### config.mk
export PLATFORM = sky130hd
export DESIGN_NAME = vx_commit_arbiter
export DESIGN_NICKNAME = d
export VERILOG_FILES = /design/src/rtl/vx_commit_arbiter.sv
export SDC_FILE = /design/constraint.sdc
export NUM_CORES = 1
export LEC_CHECK = 0
export CORE_AREA = 5 5 304 306
export DETAILED_ROUTE_END_ITERATION = 7
export DIE_AREA = 0 0 309 311
export GPL_TIMING_DRIVEN = 0
export HOLD_SLACK_MARGIN = 0.08
export SYNTH_ARGS = -nofsm -noshare
export SYNTH_HDL_FRONTEND = slang
export SYNTH_SLANG_ARGS = --single-unit
### constraint.sdc
create_clock -name clk -period 16.8 [get_ports clk]
set_clock_uncertainty 0.15 [all_clocks]
set_input_delay 3.36 -clock clk [delete_from_list [all_inputs] [get_ports clk]]
set_output_delay 3.36 -clock clk [all_outputs]
set_load 0.01 [all_outputs]
### src/rtl/vx_commit_arbiter.sv
// rtl/vx_commit_arbiter.sv - round-robin commit/writeback arbiter with packet lock
//
// Merges NUM_REQS commit streams onto one registered writeback port. Sources
// are searched round-robin from the slot after the last grant. Once a
// multi-beat packet starts, the arbiter locks to that source until its eop beat
// has transferred, so packets are never interleaved.
//
// Ports:
//   clk        - clock, rising edge
//   reset      - asynchronous active-low reset (0 = in reset)
//   valid_in   - per-source beat valid
//   data_in    - per-source payload, source i at [i*DATA_WIDTH +: DATA_WIDTH]
//   eop_in     - per-source last-beat-of-packet flag
//   ready_in   - per-source accept (one-hot or zero)
//   valid_out  - output beat valid
//   data_out   - output payload
//   eop_out    - output last-beat flag
//   sel_out    - source index of the output beat
//   ready_out  - downstream accept

module vx_commit_arbiter #(
   parameter int NUM_REQS   = 5,
   parameter int DATA_WIDTH = 128,
   parameter int SEL_WIDTH  = $clog2(NUM_REQS)
) (
   input  logic                           clk,
   input  logic                           reset,
   input  logic [NUM_REQS-1:0]            valid_in,
   input  logic [NUM_REQS*DATA_WIDTH-1:0] data_in,
   input  logic [NUM_REQS-1:0]            eop_in,
   output logic [NUM_REQS-1:0]            ready_in,
   output logic                           valid_out,
   output logic [DATA_WIDTH-1:0]          data_out,
   output logic                           eop_out,
   output logic [SEL_WIDTH-1:0]           sel_out,
   input  logic                           ready_out
);

   typedef enum logic {
      ST_IDLE   = 1'b0,
      ST_LOCKED = 1'b1
   } lock_state_e;

   logic                  valid_q,    valid_d;
   logic [DATA_WIDTH-1:0] data_q,     data_d;
   logic                  eop_q,      eop_d;
   logic [SEL_WIDTH-1:0]  sel_q,      sel_d;
   logic [SEL_WIDTH-1:0]  rr_ptr_q,   rr_ptr_d;
   logic [SEL_WIDTH-1:0]  lock_idx_q, lock_idx_d;
   lock_state_e           state_q,    state_d;

   logic                  stall;
   logic                  grant_vld;
   logic [SEL_WIDTH-1:0]  grant_idx;
   logic [DATA_WIDTH-1:0] grant_data;
   logic                  grant_eop;
   logic                  fire;
   int                    cand_idx;

   // The output register can take a new beat whenever it is empty or being
   // unloaded this cycle, which gives back-to-back throughput.
   assign stall = valid_q && !ready_out;

   // Winner selection. While locked, only the locked source is eligible even
   // if it is idle; otherwise search ascending from rr_ptr+1, wrapping on the
   // index value (not a power-of-two wrap).
   always_comb begin
      grant_vld = 1'b0;
      grant_idx = '0;
      cand_idx  = 0;
      if (state_q == ST_LOCKED) begin
         grant_idx = lock_idx_q;
         grant_vld = valid_in[lock_idx_q];
      end else begin
         for (int k = 0; k < NUM_REQS; k++) begin
            cand_idx = (int'(rr_ptr_q) + 1 + k) % NUM_REQS;
            if (!grant_vld && valid_in[SEL_WIDTH'(cand_idx)]) begin
               grant_vld = 1'b1;
               grant_idx = SEL_WIDTH'(cand_idx);
            end
         end
      end
   end

   always_comb begin
      grant_data = '0;
      for (int i = 0; i < NUM_REQS; i++) begin
         if (grant_idx == SEL_WIDTH'(i)) begin
            grant_data = data_in[i*DATA_WIDTH +: DATA_WIDTH];
         end
      end
   end

   assign grant_eop = eop_in[grant_idx];

   // Reset gating keeps every ready_in low while the block is held in reset.
   assign fire = grant_vld && !stall && reset;

   always_comb begin
      ready_in = '0;
      if (fire) begin
         ready_in[grant_idx] = 1'b1;
      end
   end

   always_comb begin
      valid_d    = valid_q;
      data_d     = data_q;
      eop_d      = eop_q;
      sel_d      = sel_q;
      rr_ptr_d   = rr_ptr_q;
      lock_idx_d = lock_idx_q;
      state_d    = state_q;
      if (fire) begin
         valid_d  = 1'b1;
         data_d   = grant_data;
         eop_d    = grant_eop;
         sel_d    = grant_idx;
         rr_ptr_d = grant_idx;
         case (state_q)
            ST_IDLE: begin
               if (!grant_eop) begin
                  state_d    = ST_LOCKED;
                  lock_idx_d = grant_idx;
               end
            end
            ST_LOCKED: begin
               // While locked the only possible grant is lock_idx.
               if (grant_eop) begin
                  state_d = ST_IDLE;
               end
            end
            default: state_d = ST_IDLE;
         endcase
      end else if (ready_out) begin
         // Drain: payload fields hold their last values.
         valid_d = 1'b0;
      end
   end

   always_ff @(posedge clk or negedge reset) begin
      if (!reset) begin
         valid_q    <= 1'b0;
         data_q     <= '0;
         eop_q      <= 1'b0;
         sel_q      <= '0;
         rr_ptr_q   <= SEL_WIDTH'(NUM_REQS - 1);
         lock_idx_q <= '0;
         state_q    <= ST_IDLE;
      end else begin
         valid_q    <= valid_d;
         data_q     <= data_d;
         eop_q      <= eop_d;
         sel_q      <= sel_d;
         rr_ptr_q   <= rr_ptr_d;
         lock_idx_q <= lock_idx_d;
         state_q    <= state_d;
      end
   end

   assign valid_out = valid_q;
   assign data_out  = data_q;
   assign eop_out   = eop_q;
   assign sel_out   = sel_q;

endmodule

==> results.md <==
- Status: finished clean
- CP max stage delay: ~970 ps
- Setup TNS: 0 ps
- DR pass1 iterations: 7
- Design area: roughly 24,000 sq um
- DRT Wirelength: 96,700 um
- Pins over their slew limit: 0
- Core box area: approximately 89,000 sq um
- Slew @ Worst Pin: 1336 ps
- Row count: between 100 and 150
- Post_cts resized: 0
- Post-placement cell area: about 23,000 sq um
- Die ar.: ~96,000 sq um
- HP Start: valid_out
- Reg2reg end: data_out[109]
- First-pass GRT wire length: approximately 130,000 um
- DP Worst Slack: approximately 2400 ps
- F_max: 67.63 MHz
- Largest net degree at the start of global routing: 95
- Post-synth top area share: 0.2525
- Overall routing resource usage: 0.1916
- Synth area leaders: dfrtp_1 (25%), a221oi_2 (13%), mux2i_1 (10%)
- Die Y: 311 um
- Crit-path slowest cell: clkbuf_1
- CTS HTree Levels: 4
- Final Setup Violations: 0
- IO Port Bufs: 790
- Vias/cell: around 4.6
- CTS Buf Count: 17
- Startpoint type of the worst setup path: flip-flop
- Post-synth ARST share: 1.000
- Kind of critical path: flip-flop to output pin
- Main synth FF type: dfrtp_1
- Hold endpoint: valid_out
- Vias in the first global route: approximately 16,000
- Initial core utilization: 0.1520
- Cts hold-fix bufs: 0
- Yosys synthesis warning count: 0
- Post-Syn Nets: approximately 2,100
- Num Clock Sinks: around 140
- Fin crit share: 0.8801
- Vias: 15,720
- Most used cell, CP: ha_1
- Worst-case clock buffer depth: 2
- DRT antenna net count: 0
- TritonCTS clock tree: built
- Post-synth EDFFs: 0
- CP required: roughly 13,000 ps
- Max_cap viols: 0
- Initial antenna violation count: 31
- Post-synth cell types: roughly 100
- Worst EP arrival: 11,280 ps
- Reg-to-reg critical path startpoint: sel_out[0]
- Sequential area share after synthesis: 0.2544
- DP HPWL: about 80,000 um
- Routability cong.: between 0.9 and 1
- Die width: between 300 and 400 um
- Crit Path Max Fanout: 14
- Fin worst setup slack: between 2000 and 2500 ps
- Avg Inst Size Synth: between 9 and 10 sq um
- Worst relative slew slack: 0.1091
- Clock root buffer: clkbuf_16
- Congestion Overflow GR: 0
- Critical Path Source: sel_out[0]
- Mapped Cells: approximately 1,400
- Critical Path Sink Type: output pin
- Final hold vios: 0
- Skew-Pair Late Insertion Delay: roughly 480 ps
- Synthesized cell area: around 14,000 sq um
- Final nets: ~2,900
- Min Clock Period, post-route: between 10,000 and 15,000 ps
- Unrepaired setup endpoints after global routing: no
- DR WL/cell: 28.52 um
- Reg-to-reg setup timing slack: 5760 ps
- Worst hold path type: flip-flop to flip-flop
- Area leader, netlist: dfrtp_1
- Postcts setup bufs: 0
- Io pins: around 790
- Layout cells sized above 1: 0.1240
- Area delta synth->final: 74.26%
- Synthesized flop and latch total: ~140
- Remaining DRCs: 0
- Clk slew on worst S/H paths: 80 ps
- # fillers: between 9,000 and 10,000
- Initial drt markers: 1,176
- R2r worst-path depth: 34
- Hold path depth: 2
## layer usage
layer  share of wire  track usage  vias to the layer above
met2            0.48       0.3218                      738
met4           0.031      0.06411                        8
met1            0.40       0.2326                     7719
met5         0.00067            0                        -
li1                -            -                     7143
met3           0.085      0.05956                      112
## final cells by class
class                      count  area, sq um  area share
antenna                       20        50.05    0.002115
buffer                       134        847.1     0.03580
clock buffer                  17        425.4     0.01798
clock inverter                15        195.2    0.008249
inverter                      30        115.1    0.004865
multi-input combinational   1069         9164      0.3873
sequential                   138         3455      0.1460
tap                         1176         1471     0.06218
timing repair buffer         791         7940      0.3356
## stage by stage
| stage | hold slack [ps] | instances | utilization |
|---|---|---|---|
| 3_3_place_gp | 332.7 | 3337 | 0.2570 |
| 4_1_cts | 360.8 | 3370 | 0.2644 |
| 6_report | 357.8 | 3390 | 0.2649 |
| 5_1_grt | 404.4 | 3382 | 0.2647 |
| 2_1_floorplan | 336.6 | 1371 | - |
| 3_5_place_dp | 343.5 | 3338 | 0.2574 |
## layout by cell type (no fill, tap or decap), types with 7 or more instances in the layout
cell and instances:
buf_6 7, nor2_1 34, nor2b_1 7, diode_2 20, clkdlybuf4s50_1 789, clkbuf_16 17, nand3_1 14, mux2i_1 139
a221oi_2 121, buf_2 23, clkbuf_4 10, a21o_1 8, inv_1 26, and2_1 7, buf_8 7, nand2_1 39
xnor2_1 7, o21ai_0 17, o21ai_1 138, a31oi_1 10, a21oi_1 21, clkbuf_1 58, a221oi_1 8, buf_4 20
nand2b_1 144, nand4_1 8, ha_1 41, o21a_1 7, nor3_1 18, a211oi_1 8, inv_6 7, dfrtp_1 137
o311a_1 129
## cell families after synthesis
logic type / share of synthesized area
buffers and inverters: 0.07076
DFF: 0.2544
xor gates and xnor gates: 0.01207
muxes: 0.1108
AOI/OAI and AO/OA: 0.3754
and+or+nand+nor: 0.1389
adders and majority gates: 0.03778
## flip-flops by register name, summed over array words and instances, names as in the netlist
signal and cells:
sel_out 3, rr_ptr_q 1, lock_idx_q 3, eop_out 1, data_out 128, state_q 1, valid_out 1
## synthesized netlist by cell type (all sizes together) (5+ instances only)
cell type and instances:
nand2b 146, xnor2 10, inv 28, nor3 20, nand2 39, buf 65
o31ai 6, a221oi 130, o21ai 155, o211ai 6, mux2 6, and2 7
o21bai 5, a31oi 10, a21o 8, a32oi 5, nand4 8, a21oi 22
nor2 34, nor4 8, o311a 129, or3 7, a211oi 10, dfrtp 137
mux2i 139, or2 7, nand3 15, clkbuf 69, ha 41, o21a 7
and3 8, nor2b 7
## critical path: cells and delay by family (launching register included)
kind	cells	cell delay, ps
DFF	1	740
AOI/OAI and AO/OA	11	2730
adders and majority gates	5	1750
and+or+nand+nor	11	1960
buffers and inverters	9	3550
## worst max path at each step
| stage | end | slack [ps] | cells after the start |
|---|---|---|---|
| detailed placement | ready_in[1] | 2420 | 36 |
| CTS | ready_in[1] | 1830 | 36 |
| finish | ready_in[1] | 2010 | 36 |
| floorplan | ready_in[1] | 5900 | 35 |
| global route | ready_in[1] | 1140 | 36 |
| global placement | ready_in[1] | 1030 | 8 |
Power is left out: the tool's default activity adds up to more than one toggle a clock period on the data nets, which glitch-free logic cannot reach.
